**src/rtl/serial_sub_ctrl.sv**
```systemverilog
// Bit-serial subtractor: one full-subtractor cell, LSB first, with valid/ready on both sides.
// Optional build macro SERIAL_SUB_SAT_EN clamps a borrowing result to zero (unsigned saturating subtract).
module serial_sub_ctrl #(
   parameter int WIDTH = 8
) (
   input  logic             clk,
   input  logic             rst_n,
   input  logic             flush,
   input  logic             in_valid,
   output logic             in_ready,
   input  logic [WIDTH-1:0] a,
   input  logic [WIDTH-1:0] b,
   input  logic             bin,
   output logic             out_valid,
   input  logic             out_ready,
   output logic [WIDTH-1:0] diff,
   output logic             bout,
   output logic             busy
);

   localparam int CNT_W = (WIDTH > 1) ? $clog2(WIDTH) : 1;
   localparam logic [CNT_W-1:0] CNT_LAST = CNT_W'(WIDTH - 1);
`ifdef SERIAL_SUB_SAT_EN
   localparam bit SAT_EN = 1'b1;
`else
   localparam bit SAT_EN = 1'b0;
`endif

   typedef enum logic [1:0] {
      S_IDLE,
      S_RUN,
      S_DONE
   } state_t;

   state_t           r_state;
   state_t           w_state_nxt;
   logic [WIDTH-1:0] r_a_sr;
   logic [WIDTH-1:0] r_b_sr;
   logic [WIDTH-1:0] r_res;
   logic [WIDTH-1:0] r_diff;
   logic [CNT_W-1:0] r_cnt;
   logic             r_br;
   logic             r_bout;
   logic             w_a0;
   logic             w_b0;
   logic             w_d;
   logic             w_br_nxt;
   logic             w_last;
   logic [WIDTH-1:0] w_res_nxt;

   function automatic logic [WIDTH-1:0] f_sat(input logic [WIDTH-1:0] raw,
                                              input logic             borrow);
      f_sat = (SAT_EN && borrow) ? '0 : raw;
   endfunction

   assign w_a0      = r_a_sr[0];
   assign w_b0      = r_b_sr[0];
   assign w_d       = w_a0 ^ w_b0 ^ r_br;
   assign w_br_nxt  = (~w_a0 & w_b0) | (~w_a0 & r_br) | (w_b0 & r_br);
   assign w_res_nxt = {w_d, r_res[WIDTH-1:1]};
   assign w_last    = (r_cnt == CNT_LAST);

   assign in_ready  = (r_state == S_IDLE);
   assign busy      = (r_state == S_RUN);
   assign out_valid = (r_state == S_DONE);
   assign diff      = r_diff;
   assign bout      = r_bout;

   always_ff @(posedge clk or negedge rst_n) begin
      if (!rst_n) begin
         r_state <= S_IDLE;
      end else begin
         r_state <= w_state_nxt;
      end
   end

   // flush outranks both acceptance and result handoff
   always_comb begin
      w_state_nxt = r_state;
      if (flush) begin
         w_state_nxt = S_IDLE;
      end else begin
         case (r_state)
            S_IDLE:  if (in_valid) w_state_nxt = S_RUN;
            S_RUN:   if (w_last) w_state_nxt = S_DONE;
            S_DONE:  if (out_ready) w_state_nxt = S_IDLE;
            default: w_state_nxt = S_IDLE;
         endcase
      end
   end

   always_ff @(posedge clk or negedge rst_n) begin
      if (!rst_n) begin
         r_a_sr <= '0;
         r_b_sr <= '0;
         r_res  <= '0;
         r_diff <= '0;
         r_cnt  <= '0;
         r_br   <= 1'b0;
         r_bout <= 1'b0;
      end else if (flush) begin
         r_cnt <= '0;
         r_br  <= 1'b0;
      end else begin
         case (r_state)
            S_IDLE: begin
               if (in_valid) begin
                  r_a_sr <= a;
                  r_b_sr <= b;
                  r_br   <= bin;
                  r_cnt  <= '0;
               end
            end
            S_RUN: begin
               r_a_sr <= {1'b0, r_a_sr[WIDTH-1:1]};
               r_b_sr <= {1'b0, r_b_sr[WIDTH-1:1]};
               r_br   <= w_br_nxt;
               r_res  <= w_res_nxt;
               // the counter parks on its last value rather than wrapping
               if (w_last) begin
                  r_diff <= f_sat(w_res_nxt, w_br_nxt);
                  r_bout <= w_br_nxt;
               end else begin
                  r_cnt <= r_cnt + CNT_W'(1);
               end
            end
            default: ;
         endcase
      end
   end

endmodule

```
**config.mk**
```make
export PLATFORM = sky130hd
export DESIGN_NAME = serial_sub_ctrl
export DESIGN_NICKNAME = d
export VERILOG_FILES = /design/src/rtl/serial_sub_ctrl.sv
export SDC_FILE = /design/constraint.sdc
export NUM_CORES = 1
export LEC_CHECK = 0
export ABC_CLOCK_PERIOD_IN_PS = 1920
export CAP_MARGIN = 20
export CORE_UTILIZATION = 51
export DETAILED_ROUTE_END_ITERATION = 8
export PLACE_DENSITY = 0.78
export SLEW_MARGIN = 0
export SYNTH_ARGS = -nofsm -noshare
export SYNTH_HDL_FRONTEND = slang
export SYNTH_SLANG_ARGS = --single-unit
```
**constraint.sdc**
```tcl
create_clock -name clk -period 1.92 [get_ports clk]
set_clock_uncertainty 0.05 [all_clocks]
set_input_delay 0.288 -clock clk [delete_from_list [all_inputs] [get_ports clk]]
set_output_delay 0.288 -clock clk [all_outputs]
set_load 0.005 [all_outputs]
```
### Yosys cells after proc, flatten, opt, wreduce, memory -nomap -nowiden

Index checks and enable logic that the tools add are counted.

* add/subtract/negate cells: 1
* mux-type cells: 16
* reductions and logical operators: 9
* bitwise gates (word level): 9
* equality and inequality tests: 8

Operators with widths (number)
* one-hot mux 8 bit (2 select lines): 2
* two-way mux 8 bit: 2
* AND reduction 3 bit: 4
* two-way mux 3 bit: 3
* two-way mux 2 bit: 4
* != test 3 x 2 -> 1 bit (second input constant): 2
* != test 3 bit (second input constant): 2
* one-hot mux 2 bit (3 select lines): 1
* one-hot mux 3 bit (2 select lines): 1
* AND reduction 2 bit: 2
* adder 3 x 1 -> 3 bit (second input constant): 1
* AND 1 bit: 3
* == test 3 bit (second input constant): 1
* nonzero test 3 bit: 1
* == test 2 x 1 -> 1 bit (second input constant): 1
* == test 2 bit (second input constant): 1
* zero test 2 bit: 1
* two-way mux 1 bit: 2
* != test 2 bit (second input constant): 1
* inverter 1 bit: 2
* bitwise OR 1 bit: 2
* one-hot mux 1 bit (2 select lines): 1
* nonzero test 2 bit: 1
* XOR 1 bit: 2

* word-level logic and storage cells: 51
* bits in registers: 39
* bits of input ports: 22

### Depth between registers and ports, before layout

Gate-level depths: netlist of the first run.

* word-level depth: 6
* depth in mapped cells: 6

### Least setup slack after synthesis of the first run

OpenSTA, ideal clock, no wires.

* path type: reg-to-reg
* start: register r_cnt[0]
* end: register r_bout (netlist: bout)
* clock period less this slack: 1.593 ns
* path buffers: 0
* library setup time: 0.125 ns
* slack: 0.327 ns
* required time: 1.745 ns
* cell stages (with the launch flop): 6
* arrival: 1.418 ns
* cells stage by stage: dfrtp_1 > ha_1 > ha_1 > nand2_1 > nor3_4 > mux2_2

* word-level cells in the longest chain between the ends: 2

RTL lines
* from (decl): RTL line 41 `logic [CNT_W-1:0] r_cnt;`
* from (signal assigned): RTL line 124 `r_cnt <= r_cnt + CNT_W'(1);`
* == test 3 bit: RTL line 61 `assign w_last = (r_cnt == CNT_LAST);`
* AND reduction 3 bit (no source line)
* to (signal assigned): RTL line 122 `r_bout <= w_br_nxt;`
* to (decl): RTL line 43 `logic r_bout;`

No other way between the ends.
A chain may end at the register's enable or synchronous reset.

### Worst setup path in the final report of the first run

* start: register r_state[1]
* end: output port in_ready

* word-level cells in the longest chain between the ends: 1

RTL lines
* from (decl): RTL line 35 `state_t r_state;`
* from (signal assigned): RTL line 73 `r_state <= w_state_nxt;`
* zero test 2 bit: RTL line 63 `assign in_ready = (r_state == S_IDLE);`
* to (decl): RTL line 10 `output logic in_ready,`

No other way between the ends.

==> flow_metrics.py, run 1 <==
metrics = {
    "cells_and_area": {
        "syn_to_final_growth_pct": 28.36,
        "layout-drive-gt1-share_pct": 38.82,
        "num_antenna_cells": 0,
        "nets": 194,
    },
    "place": {
        "gp_congestion": 0.7660,
        "dp_slack_ns": -0.09267,
        "dpl.hpwl_um": 2229,
        "io_buffers": 33,
    },
    "logic_synthesis": {
        "yosys-top-cells-count": "dfrtp_1 (38), mux2_2 (29), mux2_4 (12)",
        "synth.yosys.warnings": 0,
        "synth_nets": 147,
        "yosysSeqAreaShare_pct": 52.70,
        "ys_ff_latch": 38,
        "synth_top_cell_area_share_pct": 52.70,
        "synth.cell_area_mm2": 0.001804,
        "yosys.area.top_type": "dfrtp_1",
        "synth.most_common_cell": "dfrtp_1",
        "ys.flop_type": "dfrtp_1",
        "syn_inst": 122,
        "synth.area.top_cells": "dfrtp_1 (53%), mux2_2 (18%), mux2_4 (10%)",
        "yosysUniqueCellTypes": 25,
        "synth_edf_count": 0,
        "synthArstFlopShare_pct": 100.0,
        "syn_avg_cell_area_um2": 14.79,
    },
    "pwr": {
        "p_per_area_mw_per_mm2": 808.7,
        "total_power_mw": 1.873,
        "p_leak_nw": 1.121,
        "peakVddDrop_mv": 0.4190,
    },
    "die": {
        "ios": 34,
        "die_h_um": 61.48,
        "start_util_pct": 53.65,
        "die_w_um": 61.48,
        "coreArea_mm2": 0.003363,
        "design.die.area_mm2": 0.003780,
        "num_rows": 21,
    },
    "route": {
        "postRouteAntennaNets": 0,
        "post_drt_via_cell_ratio": 5.130,
        "drt_wl_total_um": 3146,
        "remaining_drc_errors": 0,
        "drtIter0Drc": 33,
        "num_vias": 1108,
        "wl_per_cell_um": 14.56,
        "first_pass_iters": 4,
    },
    "cts": {
        "cts_buffers": 5,
        "clk_path_buf_depth": 2,
        "cts_num_sinks": 38,
        "clkSlewWorstSetupHoldPaths_ns": 0.11,
        "clk-insertion-delay-late_ns": 0.34,
        "clock-root-buffer": "clkbuf_4",
        "cts_tree": "done",
        "htree_levels": 2,
    },
    "sta": {
        "setup_slack_ns": 0.06817,
        "max_slew_margin_pct": 68.34,
        "rsz0062_at_grt": "no",
        "layout_worst_path_cycle_share_pct": 96.45,
        "setup_viol": 0,
        "max_freq_mhz": 540.0,
        "slew_viol_final": 0,
        "max_slew.worst_pin.slew_ns": 0.4750,
        "min_period_ns": 1.852,
        "timing.final.hold_violations": 0,
    },
    "min_path": {
        "hold_path.class": "in2reg",
        "whs_path_depth": 3,
    },
    "critical_path": {
        "critPathKind": "reg2out",
        "end_kind": "output port",
        "ff2ff_path_depth": 5,
        "crit_fanout": 7,
        "critPathRequiredTime_ns": 1.58,
        "crit_arrival_ns": 1.51,
        "start_kind": "flop",
        "worst-r2r-setup-slack_ns": 0.21,
    },
    "global_route": {
        "antenna_found_initial": 0,
        "grt_max_degree": 39,
        "grt_pass1_wl_um": 5140,
        "grt_usage_pct": 19.63,
        "globalRouteOverflowTotal": 0,
        "grt_pass1_vias": 1113,
    },
    "run_status": {
        "status": "completed",
    },
    "run": {
        "cap_violations": 0,
    },
}
## critical path, cell delays in order (launching register included)
cell and delay [ns]:
dfrtp_1 0.40, buf_6 0.14, nor2_1 0.11, clkdlybuf4s50_1 0.51
## flip-flops by register name, summed over array words and instances (netlist names)
register	count
diff	8
r_a_sr	8
r_b_sr	8
r_res	7
r_cnt	3
r_state	2
bout	1
r_br	1
## metal layers
metal	vias to the layer above	part of all wire, %	track usage, %
li1	521	-	-
met1	556	44	25.62
met2	22	49	29.95
met3	9	4.1	6.303
met4	0	2.5	8.889
met5	-	0	0
## cell type report
| cell class | instances | area (um^2) |
|---|---|---|
| clock buffer | 7 | 55.05 |
| clock inverter | 1 | 5.005 |
| fill | 257 | 1047 |
| inverter | 5 | 18.77 |
| multi-input combinational | 74 | 775.7 |
| sequential | 38 | 952.2 |
| tap | 46 | 57.56 |
| timing repair buffer | 45 | 451.7 |
## stage by stage
step	utilization [%]	TNS, ns	hold slack (ns)	std cells	instance area [um^2]
final	68.86	0	0.4430	216	2316
after floorplan	-	0	-0.05759	122	1804
after detailed placement	65.14	-0.5499	0.3136	201	2191
after CTS	68.04	0	0.4303	213	2288
after global routing	68.86	0	0.4552	216	2316
after global placement	65.14	0	0.3074	201	2191
## placed cells by master (no fill, tap or decap)
cell type        synthesis  layout
mux2_2                  29      29
a21o_1                   1       1
mux2i_1                  5       5
dlygate4sd3_1            0       1
buf_12                   1       2
dlymetal6s2s_1           0       2
or3b_2                   1       1
or3b_1                   1       1
clkdlybuf4s50_1          0      30
ha_1                     2       2
dfrtp_2                  0       1
clkbuf_1                 0       1
nor2_1                   5       5
clkbuf_8                 0       1
o21ba_2                  1       1
and2_1                   1       1
buf_2                    1       1
a22o_1                   2       2
clkinv_2                 0       1
nor3_4                   2       2
nand2_1                  4       4
buf_6                    3       1
o21ai_0                  1       1
a21oi_1                  2       2
or2b_1                   1       1
buf_4                    0       8
clkbuf_4                 0       5
and2b_1                  1       1
dfrtp_1                 38      37
mux2_4                  12      12
nand2b_4                 1       1
nor3_1                   1       1
fa_1                     1       1
inv_1                    5       5
## what timing repair did
item | in CTS | in global routing
endpoints found under the setup margin | 2 | 3
gates resized for setup | 2 | 2
hold endpoints to repair | 38 | 0
buffers inserted | 3 | 3
hold buffers | 1 | 0
## cells by family (layout without fill, tap and decap cells)
group | Yosys count | after routing | share of synthesized area (%)
mux | 46 | 46 | 30.86
flops | 38 | 38 | 52.70
simple gates | 18 | 18 | 6.866
fa+ha+maj | 3 | 3 | 2.496
buf+inv | 10 | 58 | 4.299
compound gates | 7 | 7 | 2.774
## path summary, 6_finish.rpt
| path | start | endpoint |
|---|---|---|
| worst max register to register | r_state[0] | r_a_sr[6] |
| max in group asynchronous | rst_n | r_state[0] |
| worst min register to register | r_b_sr[2] | r_b_sr[2] |
| min in group asynchronous | rst_n | diff[4] |
| worst min-delay path | a[7] | r_a_sr[7] |
| worst max-delay path | r_state[1] | in_ready |
## report_power, final
part | leakage, nW | internal [mW] | switching, mW
Clock | 0.0353 | 0.177 | 0.247
Combinational | 0.608 | 0.260 | 0.140
Sequential | 0.477 | 0.953 | 0.0962
(Power assumes the default switching activity.)
==> run 2, diff against run 1 <==
--- a/config.mk
+++ b/config.mk
@@ -7,9 +7,11 @@
 export LEC_CHECK = 0
 export ABC_CLOCK_PERIOD_IN_PS = 1920
 export CAP_MARGIN = 20
-export CORE_UTILIZATION = 51
+export CELL_PAD_IN_SITES_DETAIL_PLACEMENT = 0
+export CELL_PAD_IN_SITES_GLOBAL_PLACEMENT = 1
+export CORE_UTILIZATION = 42
 export DETAILED_ROUTE_END_ITERATION = 8
-export PLACE_DENSITY = 0.78
+export PLACE_DENSITY_LB_ADDON = 0.1
 export SLEW_MARGIN = 0
 export SYNTH_ARGS = -nofsm -noshare
 export SYNTH_HDL_FRONTEND = slang
==> flow_metrics.py, run 2 (synthesis results as in run 1) <==
metrics = {
    "cts": {
        "clock-root-buffer": "clkbuf_8",
        "clk-insertion-delay-late_ns": 0.28,
        "cts_buffers": 5,
        "postCtsHoldBufs": 0,
        "htree_levels": 2,
        "clkSlewWorstSetupHoldPaths_ns": 0.08,
        "cts_tree": "done",
        "cts_num_sinks": 38,
        "clk_path_buf_depth": 2,
    },
    "die": {
        "num_rows": 23,
        "coreArea_mm2": 0.004058,
        "die_w_um": 67.54,
        "design.die.area_mm2": 0.004562,
        "start_util_pct": 44.46,
        "die_h_um": 67.54,
        "ios": 34,
    },
    "critical_path": {
        "cpLargestDelayFamily": "buffers and inverters",
        "crit_arrival_ns": 1.49,
        "cp.depth": 2,
        "crit_end": "out_valid",
        "worst-r2r-setup-slack_ns": 0.28,
        "critPathRequiredTime_ns": 1.58,
        "reg2reg_from": "r_cnt[1]",
        "critPathKind": "reg2out",
        "end_kind": "output port",
        "max_stage_delay_ns": 0.51,
        "crit_path_cell_trace": "and2b_1, clkdlybuf4s50_1",
        "start_kind": "flop",
        "ff2ff_path_depth": 6,
        "startpoint": "r_state[0]",
        "crit_fanout": 9,
        "rr_endpoint": "diff[4]",
        "crit_buf_inv": 1,
        "cpMaxStageDelayCell": "clkdlybuf4s50_1",
    },
    "place": {
        "dp_slack_ns": -0.01346,
        "io_buffers": 33,
        "dpl.hpwl_um": 2074,
        "placed_area_mm2": 0.002203,
        "gp_congestion": 0.7449,
    },
    "route": {
        "dr_wl_met2_um": 1411,
        "drtIter0Drc": 49,
        "first_pass_iters": 4,
        "num_vias": 1065,
        "wl_per_cell_um": 13.65,
        "drt_wl_total_um": 3031,
        "dr.max_layer_used": "met4",
        "remaining_drc_errors": 0,
        "postRouteAntennaNets": 0,
        "post_drt_via_cell_ratio": 4.797,
        "met1Wirelength_um": 1435,
        "dr_wl_met3_um": 165,
    },
    "pwr": {
        "p_per_area_mw_per_mm2": 846.6,
        "pwr-share-seq_pct": 52.3,
        "p_comb_share_pct": 19.7,
        "total_power_mw": 1.998,
        "clockPowerShare_pct": 28.0,
        "p_int_mw": 1.506,
        "p_leak_nw": 1.108,
        "swShare_pct": 24.62,
        "peakVddDrop_mv": 0.4092,
        "switchingPower_mw": 0.4919,
    },
    "cells_and_area": {
        "nFillCells": 330,
        "syn_to_final_growth_pct": 30.79,
        "design_area_mm2": 0.002360,
        "layout-drive-gt1-share_pct": 40.70,
        "num_antenna_cells": 0,
        "layout_commonest_cell": "dfrtp_1",
        "nets": 196,
        "mostFrequentLayoutCells": "dfrtp_1 (37), clkdlybuf4s50_1 (32), mux2_2 (29)",
        "multi_input_area_um2": 775.7,
        "seq_area_um2": 952.2,
    },
    "sta": {
        "rsz0062_at_grt": "no",
        "layout_worst_path_cycle_share_pct": 95.29,
        "setup_slack_ns": 0.09046,
        "timing.final.hold_violations": 10,
        "final.setup.tns_ns": 0,
        "max_slew.worst_pin.slew_ns": 0.4732,
        "holdWs_ns": -0.01157,
        "max_freq_mhz": 546.6,
        "setup_viol": 0,
        "max_slew_margin_pct": 68.45,
        "min_period_ns": 1.830,
        "slew_viol_final": 0,
    },
    "global_route": {
        "grt_max_degree": 39,
        "globalRouteOverflowTotal": 0,
        "grt_pass1_wl_um": 4843,
        "grt_pass1_vias": 1037,
        "grt_usage_pct": 14.68,
        "antenna_found_initial": 0,
    },
    "min_path": {
        "hold_path.class": "in2async",
    },
    "run_status": {
        "status": "finished, violations left",
        "violations": "hold timing",
    },
    "run": {
        "cap_violations": 0,
    },
}
==> run 2: cell types whose count changed in the layout (fill, tap and decap cells not counted), sizes merged <==
cell,change
buf,+3
clkdlybuf4s50,+2
dlymetal6s2s,-2
clkbuf,-1
clkinvlp,+1
dlygate4sd3,-1
==> run 2: what timing repair did <==
item / 4_1_cts / 5_1_grt
endpoints found under the setup margin: 1 / 1
resized for setup: 1 / 0
pin swaps: 0 / 0
buffers inserted: 0 / 8
==> run 2: through the flow <==
stage          cells  util, %
5_1_grt          222    58.16
3_3_place_gp     206    54.30
2_1_floorplan    122        -
6_report         222    58.16
4_1_cts          214    56.68
3_5_place_dp     206    54.30
==> run 2: metal layers <==
metal	GRT usage [%]	vias up
met2	23.02	28
met1	19.05	512
met4	3.989	0
met3	5.236	2
li1	-	523
met5	0	-
==> run 2: power by group through the flow <==
stage | Combinational, mW | Sequential, mW | Clock, mW
floorplan | 0.279 | 1.03 | 0
global route | 0.432 | 1.07 | 0.622
finish | 0.393 | 1.05 | 0.559
CTS | 0.385 | 1.05 | 0.583
global placement | 0.371 | 1.06 | 0
detailed placement | 0.381 | 1.07 | 0
==> run 2: how the worst min path moves through the flow <==
stage / from / endpoint / slack (ns)
global route: rst_n / r_b_sr[5] / 0.03
floorplan: rst_n / bout / -0.06
detailed placement: rst_n / r_b_sr[5] / 0.32
global placement: rst_n / r_b_sr[6] / 0.31
CTS: rst_n / r_b_sr[5] / 0.01
finish: rst_n / r_b_sr[5] / -0.01
==> run 2: layout make-up <==
class | instances | share of cell area, %
clock inverter | 2 | 0.5302
timing repair buffer | 47 | 19.30
clock buffer | 6 | 3.499
inverter | 5 | 0.7953
sequential | 38 | 40.35
tap | 50 | 2.651
multi-input combinational | 74 | 32.87
